--- config.mk ---
export PLATFORM = sky130hd
export DESIGN_NAME = instruction_fetch_unit_flat
export DESIGN_NICKNAME = d
export VERILOG_FILES = /design/src/rtl/instruction_fetch_unit_if.sv /design/src/rtl/instruction_fetch_unit.sv /design/src/flat_wrapper.sv
export SDC_FILE = /design/constraint.sdc
export NUM_CORES = 1
export LEC_CHECK = 0
export ABC_AREA = 1
export CAP_MARGIN = 20
export CORE_MARGIN = 3
export CORE_UTILIZATION = 45
export CTS_BUF_LIST = sky130_fd_sc_hd__clkbuf_2 sky130_fd_sc_hd__clkbuf_4 sky130_fd_sc_hd__clkbuf_8
export DETAILED_ROUTE_END_ITERATION = 12
export PLACE_DENSITY = 0.84
export SLEW_MARGIN = 5
export SYNTH_ARGS = -nofsm -noshare
export SYNTH_HDL_FRONTEND = slang
export SYNTH_SLANG_ARGS = --single-unit
--- constraint.sdc ---
create_clock -name clk -period 2.35 [get_ports clk]
set_clock_uncertainty 0.1 [all_clocks]
set_input_delay 0.47 -clock clk [delete_from_list [all_inputs] [get_ports clk]]
set_output_delay 0.47 -clock clk [all_outputs]
set_load 0.005 [all_outputs]
--- src/rtl/instruction_fetch_unit_if.sv ---
// Fetch-side bus: redirect/stall control from later stages, instruction memory port and IF/ID outputs.
interface instruction_fetch_unit_if;
  logic        stall;
  logic        redirect;
  logic [31:0] redirect_target;
  logic [31:0] imem_address;
  logic [31:0] imem_data;
  logic        id_valid;
  logic [31:0] id_pc;
  logic [31:0] id_instr;
  logic        halted;
  logic        fetch_fault;

  modport master (
    input  stall, redirect, redirect_target, imem_data,
    output imem_address, id_valid, id_pc, id_instr, halted, fetch_fault
  );

  modport slave (
    output stall, redirect, redirect_target, imem_data,
    input  imem_address, id_valid, id_pc, id_instr, halted, fetch_fault
  );
endinterface

--- src/rtl/instruction_fetch_unit.sv ---
// PC generation and IF/ID register in front of a synchronous-read instruction memory.
// Handles stall, redirect flush, PC wrap, halt detection and bad-target fault.
module instruction_fetch_unit #(
  parameter int unsigned RESET_PC   = 0,
  parameter int unsigned DEPTH      = 10,
  parameter logic [31:0] HALT_INSTR = 32'hFFFF_FFFF
) (
  input logic                 clk,
  input logic                 rst,
  instruction_fetch_unit_if.master bus
);

  localparam int unsigned AW = 32;
  localparam logic [AW-1:0] PC_RST  = AW'(RESET_PC);
  localparam logic [AW-1:0] PC_LAST = AW'(DEPTH - 1);
  localparam logic [AW-1:0] PC_LIM  = AW'(DEPTH);

  localparam logic [1:0] S_BOOT   = 2'd0;
  localparam logic [1:0] S_RUN    = 2'd1;
  localparam logic [1:0] S_HALTED = 2'd2;

  logic [1:0]    state_q, state_d;
  logic [AW-1:0] pc_q, pc_d;
  logic          id_valid_q, id_valid_d;
  logic [AW-1:0] id_pc_q, id_pc_d;
  logic [31:0]   id_instr_q, id_instr_d;
  logic          fault_q, fault_d;

  // State register: sync reset clears everything, discarding in-flight words.
  always_ff @(posedge clk) begin
    if (rst) begin
      state_q    <= S_BOOT;
      pc_q       <= PC_RST;
      id_valid_q <= 1'b0;
      id_pc_q    <= '0;
      id_instr_q <= '0;
      fault_q    <= 1'b0;
    end else begin
      state_q    <= state_d;
      pc_q       <= pc_d;
      id_valid_q <= id_valid_d;
      id_pc_q    <= id_pc_d;
      id_instr_q <= id_instr_d;
      fault_q    <= fault_d;
    end
  end

  // Next-state, next-PC and IF/ID update; redirect outranks stall.
  always_comb begin
    state_d    = state_q;
    pc_d       = pc_q;
    id_valid_d = id_valid_q;
    id_pc_d    = id_pc_q;
    id_instr_d = id_instr_q;
    fault_d    = fault_q;
    case (state_q)
      S_BOOT: begin
        // Memory output is still the reset zero; wait one cycle for alignment.
        state_d = S_RUN;
      end
      S_RUN: begin
        if (bus.redirect) begin
          id_valid_d = 1'b0;
          if (bus.redirect_target < PC_LIM) begin
            pc_d = bus.redirect_target;
          end else begin
            fault_d = 1'b1;
            state_d = S_HALTED;
          end
        end else if (!bus.stall) begin
          id_valid_d = 1'b1;
          id_pc_d    = pc_q;
          id_instr_d = bus.imem_data;
          pc_d       = (pc_q == PC_LAST) ? '0 : pc_q + AW'(1);
          if (bus.imem_data == HALT_INSTR) begin
            state_d = S_HALTED;
          end
        end
      end
      S_HALTED: begin
        // A stalled decode keeps seeing the HALT word.
        if (!bus.stall) begin
          id_valid_d = 1'b0;
        end
      end
      default: begin
        state_d = S_BOOT;
      end
    endcase
  end

  assign bus.imem_address = rst ? PC_RST : pc_d;
  assign bus.id_valid     = id_valid_q;
  assign bus.id_pc        = id_pc_q;
  assign bus.id_instr     = id_instr_q;
  assign bus.halted       = (state_q == S_HALTED);
  assign bus.fetch_fault  = fault_q;

endmodule

--- src/flat_wrapper.sv ---
// flat-port wrapper written by rule: the top's interface ports become plain ports
module instruction_fetch_unit_flat 
#(
  parameter int unsigned RESET_PC   = 0,
  parameter int unsigned DEPTH      = 10,
  parameter logic [31:0] HALT_INSTR = 32'hFFFF_FFFF
)
  (clk, rst, bus_stall, bus_redirect, bus_redirect_target, bus_imem_data, bus_imem_address, bus_id_valid, bus_id_pc, bus_id_instr, bus_halted, bus_fetch_fault);
  instruction_fetch_unit_if bus_i ();
  input logic clk;
  input logic rst;
  input wire logic [$bits(bus_i.stall)-1:0] bus_stall;
  input wire logic [$bits(bus_i.redirect)-1:0] bus_redirect;
  input wire logic [$bits(bus_i.redirect_target)-1:0] bus_redirect_target;
  input wire logic [$bits(bus_i.imem_data)-1:0] bus_imem_data;
  output wire logic [$bits(bus_i.imem_address)-1:0] bus_imem_address;
  output wire logic [$bits(bus_i.id_valid)-1:0] bus_id_valid;
  output wire logic [$bits(bus_i.id_pc)-1:0] bus_id_pc;
  output wire logic [$bits(bus_i.id_instr)-1:0] bus_id_instr;
  output wire logic [$bits(bus_i.halted)-1:0] bus_halted;
  output wire logic [$bits(bus_i.fetch_fault)-1:0] bus_fetch_fault;
  assign bus_i.stall = bus_stall;
  assign bus_i.redirect = bus_redirect;
  assign bus_i.redirect_target = bus_redirect_target;
  assign bus_i.imem_data = bus_imem_data;
  assign bus_imem_address = bus_i.imem_address;
  assign bus_id_valid = bus_i.id_valid;
  assign bus_id_pc = bus_i.id_pc;
  assign bus_id_instr = bus_i.id_instr;
  assign bus_halted = bus_i.halted;
  assign bus_fetch_fault = bus_i.fetch_fault;
  instruction_fetch_unit #(.RESET_PC(RESET_PC), .DEPTH(DEPTH), .HALT_INSTR(HALT_INSTR)) u_core (.clk(clk), .rst(rst), .bus(bus_i));
endmodule
==> key figures <==
Setup path
  – CP max FO: 5
  – Worst r2r path cells: 9
  – Critical Path RT: 1.78 ns
  – WP data arrival: 2.08 ns
  – Setup CP Type: flop to output pin
  – Worst Setup Start Kind: flop
  – CP Capture Type: output pin

Synth
  – Avg Cell Area, Syn: 6.38 sq um
  – Count of different cell masters after synthesis: 32
  – Sequential share of the synthesized area: 0.377
  – Netlist Area Pre-Place: 5310 sq um
  – Number of warnings issued by yosys: 0
  – Register bit total from synthesis: 100
  – Post-Syn Nets: 901
  – Mapped Cells: slightly above 800

Clock tree
  – Hold_buf cts: 0
  – Clk slew on worst S/H paths: 0.11 ns
  – Clock sink count: 100
  – Clk buf depth: 2
  – Clock Latency Late Sink: 0.40 ns
  – CTS buffer count: 9
  – TritonCTS clock tree: built
  – Root buffer cell: clkbuf_8
  – H-Tree Depth: 3

Routing
  – Metal-1 WL: about 8900 microns
  – Vias: 7685
  – Final WL: 25900 microns
  – Drt pass-1 iters: 12
  – Initial DRC Count: 916
  – Top layer in use: met4
  – Antenna viol nets, final: 0
  – Average routed wire per standard cell: 20.2 microns
  – Met3 Routed Length: 2930 microns
  – Via density per instance: between 6 and 7
  – Wire length on met2: approximately 12000 microns
  – # DRC: 1

Global route
  – Vias in the first global route: roughly 7.1k
  – Pin count of the biggest net entering global routing: 67
  – Grt ovf: 0
  – GRT Util Overall: 0.331
  – Initial antenna violation count: 0
  – First-pass GRT wire length: 34700 microns

Floorplan
  – Die W: around 110 microns
  – Initial Util: 0.463
  – CORE AREA: about 11000 sq um
  – Die ar.: 13100 sq um
  – Die height: 115 microns
  – Site Rows: 39
  – Io pins: 167

Finish
  – Share of layout cells above drive strength 1: 0.420
  – Most frequent cells in the layout: nor2_1 (140), buf_4 (127), nand2_1 (103)
  – Number of fill cells: 695
  – Fin cells: between 1k and 1.5k
  – P&R area growth vs syn: 75.3%
  – Commonest non-fill, non-tap cell in the layout: nor2_1
  – Total Nets Final: 1202
  – Util after Layout: 0.811
  – Ant diodes: 0

STA
  – Min cycle time layout: 2.65 ns
  – Final Worst Setup Slack: -0.301 ns
  – Post-route setup TNS: -6.09 ns
  – Unrepaired setup endpoints after global routing: true
  – Max transition margin: 0.600
  – Slew @ Worst Pin: 0.600 ns
  – Setup-failing EPs final: 32
  – Slew Viols, Final: 0
  – Tcrit/Tclk final: 1.13
  – Hold Vio Cnt, Final: 0
  – Peak Freq: 0.377 GHz

Placed design
  – Placed Cells: 1218
  – PortBufs: 166
  – GPL Wtd Cong: 0.983
  – Post-DP HPWL: 14200 microns

Job
  – Max-Cap Viols: 0

Hold path
  – WHS Path Cells: 2
  – Worst Hold Class: flop to flop

Pwr
  – IR drop worst, VDD: 788 uV
  – Leak: approximately 4.1 nW
  – Power per cell area: ~810 nW/um^2

Status
  – Outcome: complete, but fails checks
  – Failing checks: DRC, setup timing
state kept, by name, indices dropped and copies added, names as in the netlist:
name / flops
u_core.pc_q: 32
u_core.state_q: 2
u_core.bus.id_instr: 32
u_core.bus.id_valid: 1
u_core.bus.id_pc: 32
u_core.bus.fetch_fault: 1
power by group:
group	leakage, nW	internal, mW	switching, mW
logic	3.14	1.71	2.04
clock network	0.108	0.554	0.660
registers	0.834	2.14	0.463
total	4.08	4.41	3.17
stage by stage:
step	hold slack (ns)	setup slack [ns]	total power, mW	cell area (sq um)
6_report	0.369	-0.301	7.58	9300
5_1_grt	0.403	-0.361	7.91	9300
4_1_cts	0.365	-0.149	6.86	8760
3_5_place_dp	0.352	-0.953	5.49	7860
3_3_place_gp	0.342	-0.909	5.46	7860
2_1_floorplan	0.347	0.362	3.76	5310
critical path, stage by stage, from the launching register on:
cell and delay [ns]:
dfxtp_4 0.43, ha_4 0.18, nand3_4 0.08, inv_2 0.09, nand2_4 0.06, nor2_4 0.14, buf_12 0.13, nand2_2 0.05
nor2_1 0.14, nor3_1 0.09, nor2_1 0.14, buf_2 0.15
cell type report:
class / instances / area (sq um) / share of cell area
clock inverters: 4 / 56.3 / 0.00606
multi-input cells: 620 / 3680 / 0.396
flip-flops and latches: 100 / 2090 / 0.224
clock buffers: 12 / 153 / 0.0164
inverters: 75 / 292 / 0.0314
well taps: 143 / 179 / 0.0192
repair buffers: 326 / 2850 / 0.307
synth_stat cells:
| library cell | number | area share |
|---|---|---|
| inv_2 | 4 | 0.0028 |
| or2_2 | 1 | 0.0012 |
| buf_6 | 4 | 0.0085 |
| clkbuf_1 | 14 | 0.0099 |
| buf_1 | 1 | 0.00071 |
| a21oi_1 | 73 | 0.069 |
| buf_4 | 3 | 0.0042 |
| dfxtp_1 | 100 | 0.38 |
| nor2_4 | 6 | 0.013 |
| nor2_1 | 191 | 0.14 |
| a21oi_2 | 1 | 0.0017 |
| nand2_4 | 1 | 0.0021 |
| o21ai_1 | 28 | 0.026 |
| nand2_1 | 140 | 0.099 |
| inv_4 | 1 | 0.0012 |
| nand4_1 | 13 | 0.015 |
| nor2_8 | 1 | 0.0038 |
| nor3_2 | 2 | 0.0038 |
| nand3_1 | 79 | 0.075 |
| o21ai_0 | 55 | 0.052 |
| nand3b_1 | 1 | 0.0014 |
| nor2_2 | 3 | 0.0035 |
| inv_1 | 70 | 0.050 |
| buf_2 | 14 | 0.013 |
| nor3b_1 | 1 | 0.0014 |
| nor3_1 | 13 | 0.012 |
| a211oi_1 | 1 | 0.0014 |
| ha_1 | 2 | 0.0047 |
| nand3_2 | 2 | 0.0038 |
| a31oi_1 | 2 | 0.0024 |
| xor2_1 | 1 | 0.0017 |
| nand2_2 | 3 | 0.0035 |
layer usage:
metal | GRT usage | vias to the layer above
met5 | 0 | -
met4 | 0.176 | 0
met3 | 0.108 | 220
met2 | 0.549 | 666
met1 | 0.377 | 3493
li1 | - | 3306
repair_timing:
action / 4_1_cts / 5_1_grt
pin swaps: 98 / 59
endpoints found under the setup margin: 32 / 32
gates cloned: 4 / 0
gates resized for setup: 428 / 139
setup buffers: 28 / 15
logic make-up after synthesis:
kind of cell / share of synthesized area
AND/OR/NAND/NOR: 0.374
XOR/XNOR: 0.00165
buffers and inverters: 0.0901
AO/OA/AOI/OAI: 0.153
flip-flops: 0.377
adder cells (fa/ha/maj): 0.00472
path summary, 6_finish.rpt:
check	from	to	slack (ns)
max reg2reg	u_core.state_q[1]	u_core.bus.id_pc[0]	0.26
max	u_core.pc_q[1]	bus_imem_address[10]	-0.30
min	u_core.bus.fetch_fault	u_core.bus.fetch_fault	0.37
min reg2reg	u_core.bus.fetch_fault	u_core.bus.fetch_fault	0.37
Power figures use the tool's default switching activity.
==> RTL change, RTL diff (config.mk and constraints unchanged) <==
`id_instr_q` no longer has a reset.
--- a/src/rtl/instruction_fetch_unit.sv
+++ b/src/rtl/instruction_fetch_unit.sv
@@ -33,16 +33,18 @@
       pc_q       <= PC_RST;
       id_valid_q <= 1'b0;
       id_pc_q    <= '0;
-      id_instr_q <= '0;
       fault_q    <= 1'b0;
     end else begin
       state_q    <= state_d;
       pc_q       <= pc_d;
       id_valid_q <= id_valid_d;
       id_pc_q    <= id_pc_d;
-      id_instr_q <= id_instr_d;
       fault_q    <= fault_d;
     end
+  end
+
+  always_ff @(posedge clk) begin
+    id_instr_q <= id_instr_d;
   end
 
   // Next-state, next-PC and IF/ID update; redirect outranks stall.
Check against the original RTL: differs if rst is asserted again (counterexample within 4 cycles, from zero or initial values and one cycle with rst high); with rst held inactive, the same outputs for 10 cycles.
==> RTL change against the unedited design <==
  * The run still ends with DRC, setup timing left
  * Final area is 7.2% lower
  * Sequential power rose by 3%
  * Critical path depth shrank 1
  * Via count down 15%
  * Synthesized area is 4.2% lower
  * Global-route usage decreased by 3.6 points
  * Worst setup slack lost 0.14 ns
  * Core utilization shrank 2.1 points
  * Wire length decreased by 12%
  * Power grew 3.3%
  * Sequential cell count unchanged
  * Hold slack better by 0.0036 ns
  * Highest routed layer unchanged
==> RTL change: results (changes against the unedited design) <==
| Metric | Value |
|---|---|
| Status | `finished with violations` |
| Failing checks | `DRC, setup timing` |
| H-tree levels | `3 (unchanged)` |
| Buffer depth of the longest clock path | `2 (unchanged)` |
| Routed met2 length | `10,610 um (-12%)` |
| Layout cells sized above 1 | `0.4276 (+0.008033)` |
| Top cells by area, synth | `dfxtp_1 (27%), edfxtp_1 (19%), nand2_1 (12%)` |
| GR met1 Demand/Resource | `0.3586 (-0.01869)` |
| Worst-Margin Slew | `0.4334 ns (-0.1670 ns)` |
| WL per Instance | `20.18 um (-0.33%)` |
| Initial DRC Count | `749 (-18%)` |
| Initial antenna violation count | `0 (unchanged)` |
| Worst-path maximum fanout | `3 (-2)` |
| Final Wtd Congestion | `0.9572 (-2.6%)` |
| Multi-input gates | `508 (-18%)` |
| Cell Int Power | `4.401 mW (-0.21%)` |
| Metal3 WL | `2594 um (-11%)` |
| Leakage power | `3.773 nW (-7.5%)` |
| Worst setup margin | `-0.4414 ns (-0.1403 ns)` |
| Worst-path clk slew | `0.11 ns (about the same)` |
| Slowest cell on crit path | `dfxtp_1` |
| Largest net degree at the start of global routing | `39 (-42%)` |
| Max IR drop VDD | `0.5355 mV (-32%)` |
| Sequential area share after synthesis | `0.4568 (+0.07945)` |
| Metal-1 WL | `7961 um (-11%)` |
| CP max stage delay | `0.36 ns (-0.07 ns)` |
| Post-synth cell types | `36 (+13%)` |
| Setup_tns | `-6.614 ns (-0.5284 ns)` |
| HPWL after detailed placement | `12,550 um (-12%)` |
| First-pass GRT wire length | `30,230 um (-13%)` |
| Post-synth EDFFs | `32 (+32)` |
| FILL cells | `647 (-6.9%)` |
| Fin nets | `1,052 (-12%)` |
| ClkCell Share | `0.02087 (-0.001601)` |
| Clock Sinks | `100 (unchanged)` |
| Vias in the first global route | `6,040 (-14%)` |
| Clk power | `1.07 mW (-12%)` |
| M3 GR Usage | `0.06146 (-0.04690)` |
| Remaining DRCs | `1 (unchanged)` |
| Setup violators final | `33 (+3.1%)` |
| Logic pwr share | `0.519 (+0.024)` |
| Vias | `6,544 (-15%)` |
| Met2 Track Usage GR | `0.5101 (-0.03857)` |
| Non-clock buffer share | `0.2902 (-0.01650)` |
| Crit path DAT | `2.22 ns (+0.14 ns)` |
| Repair and plain buffers | `294 (-9.8%)` |
| Inverters | `69 (-8.0%)` |
| Fraction of area in multi-input gates | `0.3616 (-0.03413)` |
| Register area | `0.002376 mm2 (+14%)` |
| Mapped Nets | `768 (-15%)` |
| Asr flop ratio synth | `0 (unchanged)` |
| Most frequent cells after synthesis | `nand2_1 (161), nor2_1 (115), a21oi_1 (74)` |
| Tot GR Track Use | `0.2950 (-0.03616)` |
RTL change: cell count changes after synthesis, sizes merged, moves of 2 or more:
cell / delta
xor2: +6
nand2: +27
buf: -5
edfxtp: +32
inv: -6
o21ai: -37
a31oi: -2
nor2: -72
dfxtp: -32
clkbuf: -9
nand4: -6
nor3: -9
nand3: -27
RTL change: timing repair:
| item | in CTS | in global routing |
|---|---|---|
| gates cloned | 1 | 1 |
| pin swaps | 94 | 77 |
| resized for setup | 380 | 121 |
| setup buffers | 29 | 21 |
| hold endpoints to repair | 0 | 0 |
| setup endpoints to repair | 32 | 32 |
RTL change: cell families after synthesis:
group	synth area share
compound gates	0.1265
fa+ha+maj	0.004922
flops	0.4568
buf+inv	0.07827
simple gates	0.3214
xor+xnor	0.01206
RTL change: path summary, 6_finish.rpt:
kind / startpoint / end / slack (ns) / cells past startpoint
worst max-delay path: u_core.pc_q[22] / bus_imem_address[1] / -0.44 / 10
worst min-delay path: u_core.bus.fetch_fault / u_core.bus.fetch_fault / 0.37 / 2
worst max register to register: u_core.pc_q[22] / u_core.pc_q[0] / 0.33 / 9
worst min register to register: u_core.bus.fetch_fault / u_core.bus.fetch_fault / 0.37 / 2
RTL change: stage by stage:
step / setup WS (ns) / std cells / instance area (um2) / util / power (mW)
after floorplan: 0.3548 / 698 / 5084 / - / 3.980
after global placement: -0.7339 / 1064 / 7472 / 0.6833 / 5.640
after detailed placement: -0.7683 / 1064 / 7472 / 0.6833 / 5.691
after CTS: -0.1361 / 1110 / 8132 / 0.7436 / 7.027
after global routing: -0.5025 / 1127 / 8632 / 0.7894 / 8.152
final: -0.4414 / 1127 / 8632 / 0.7894 / 7.830
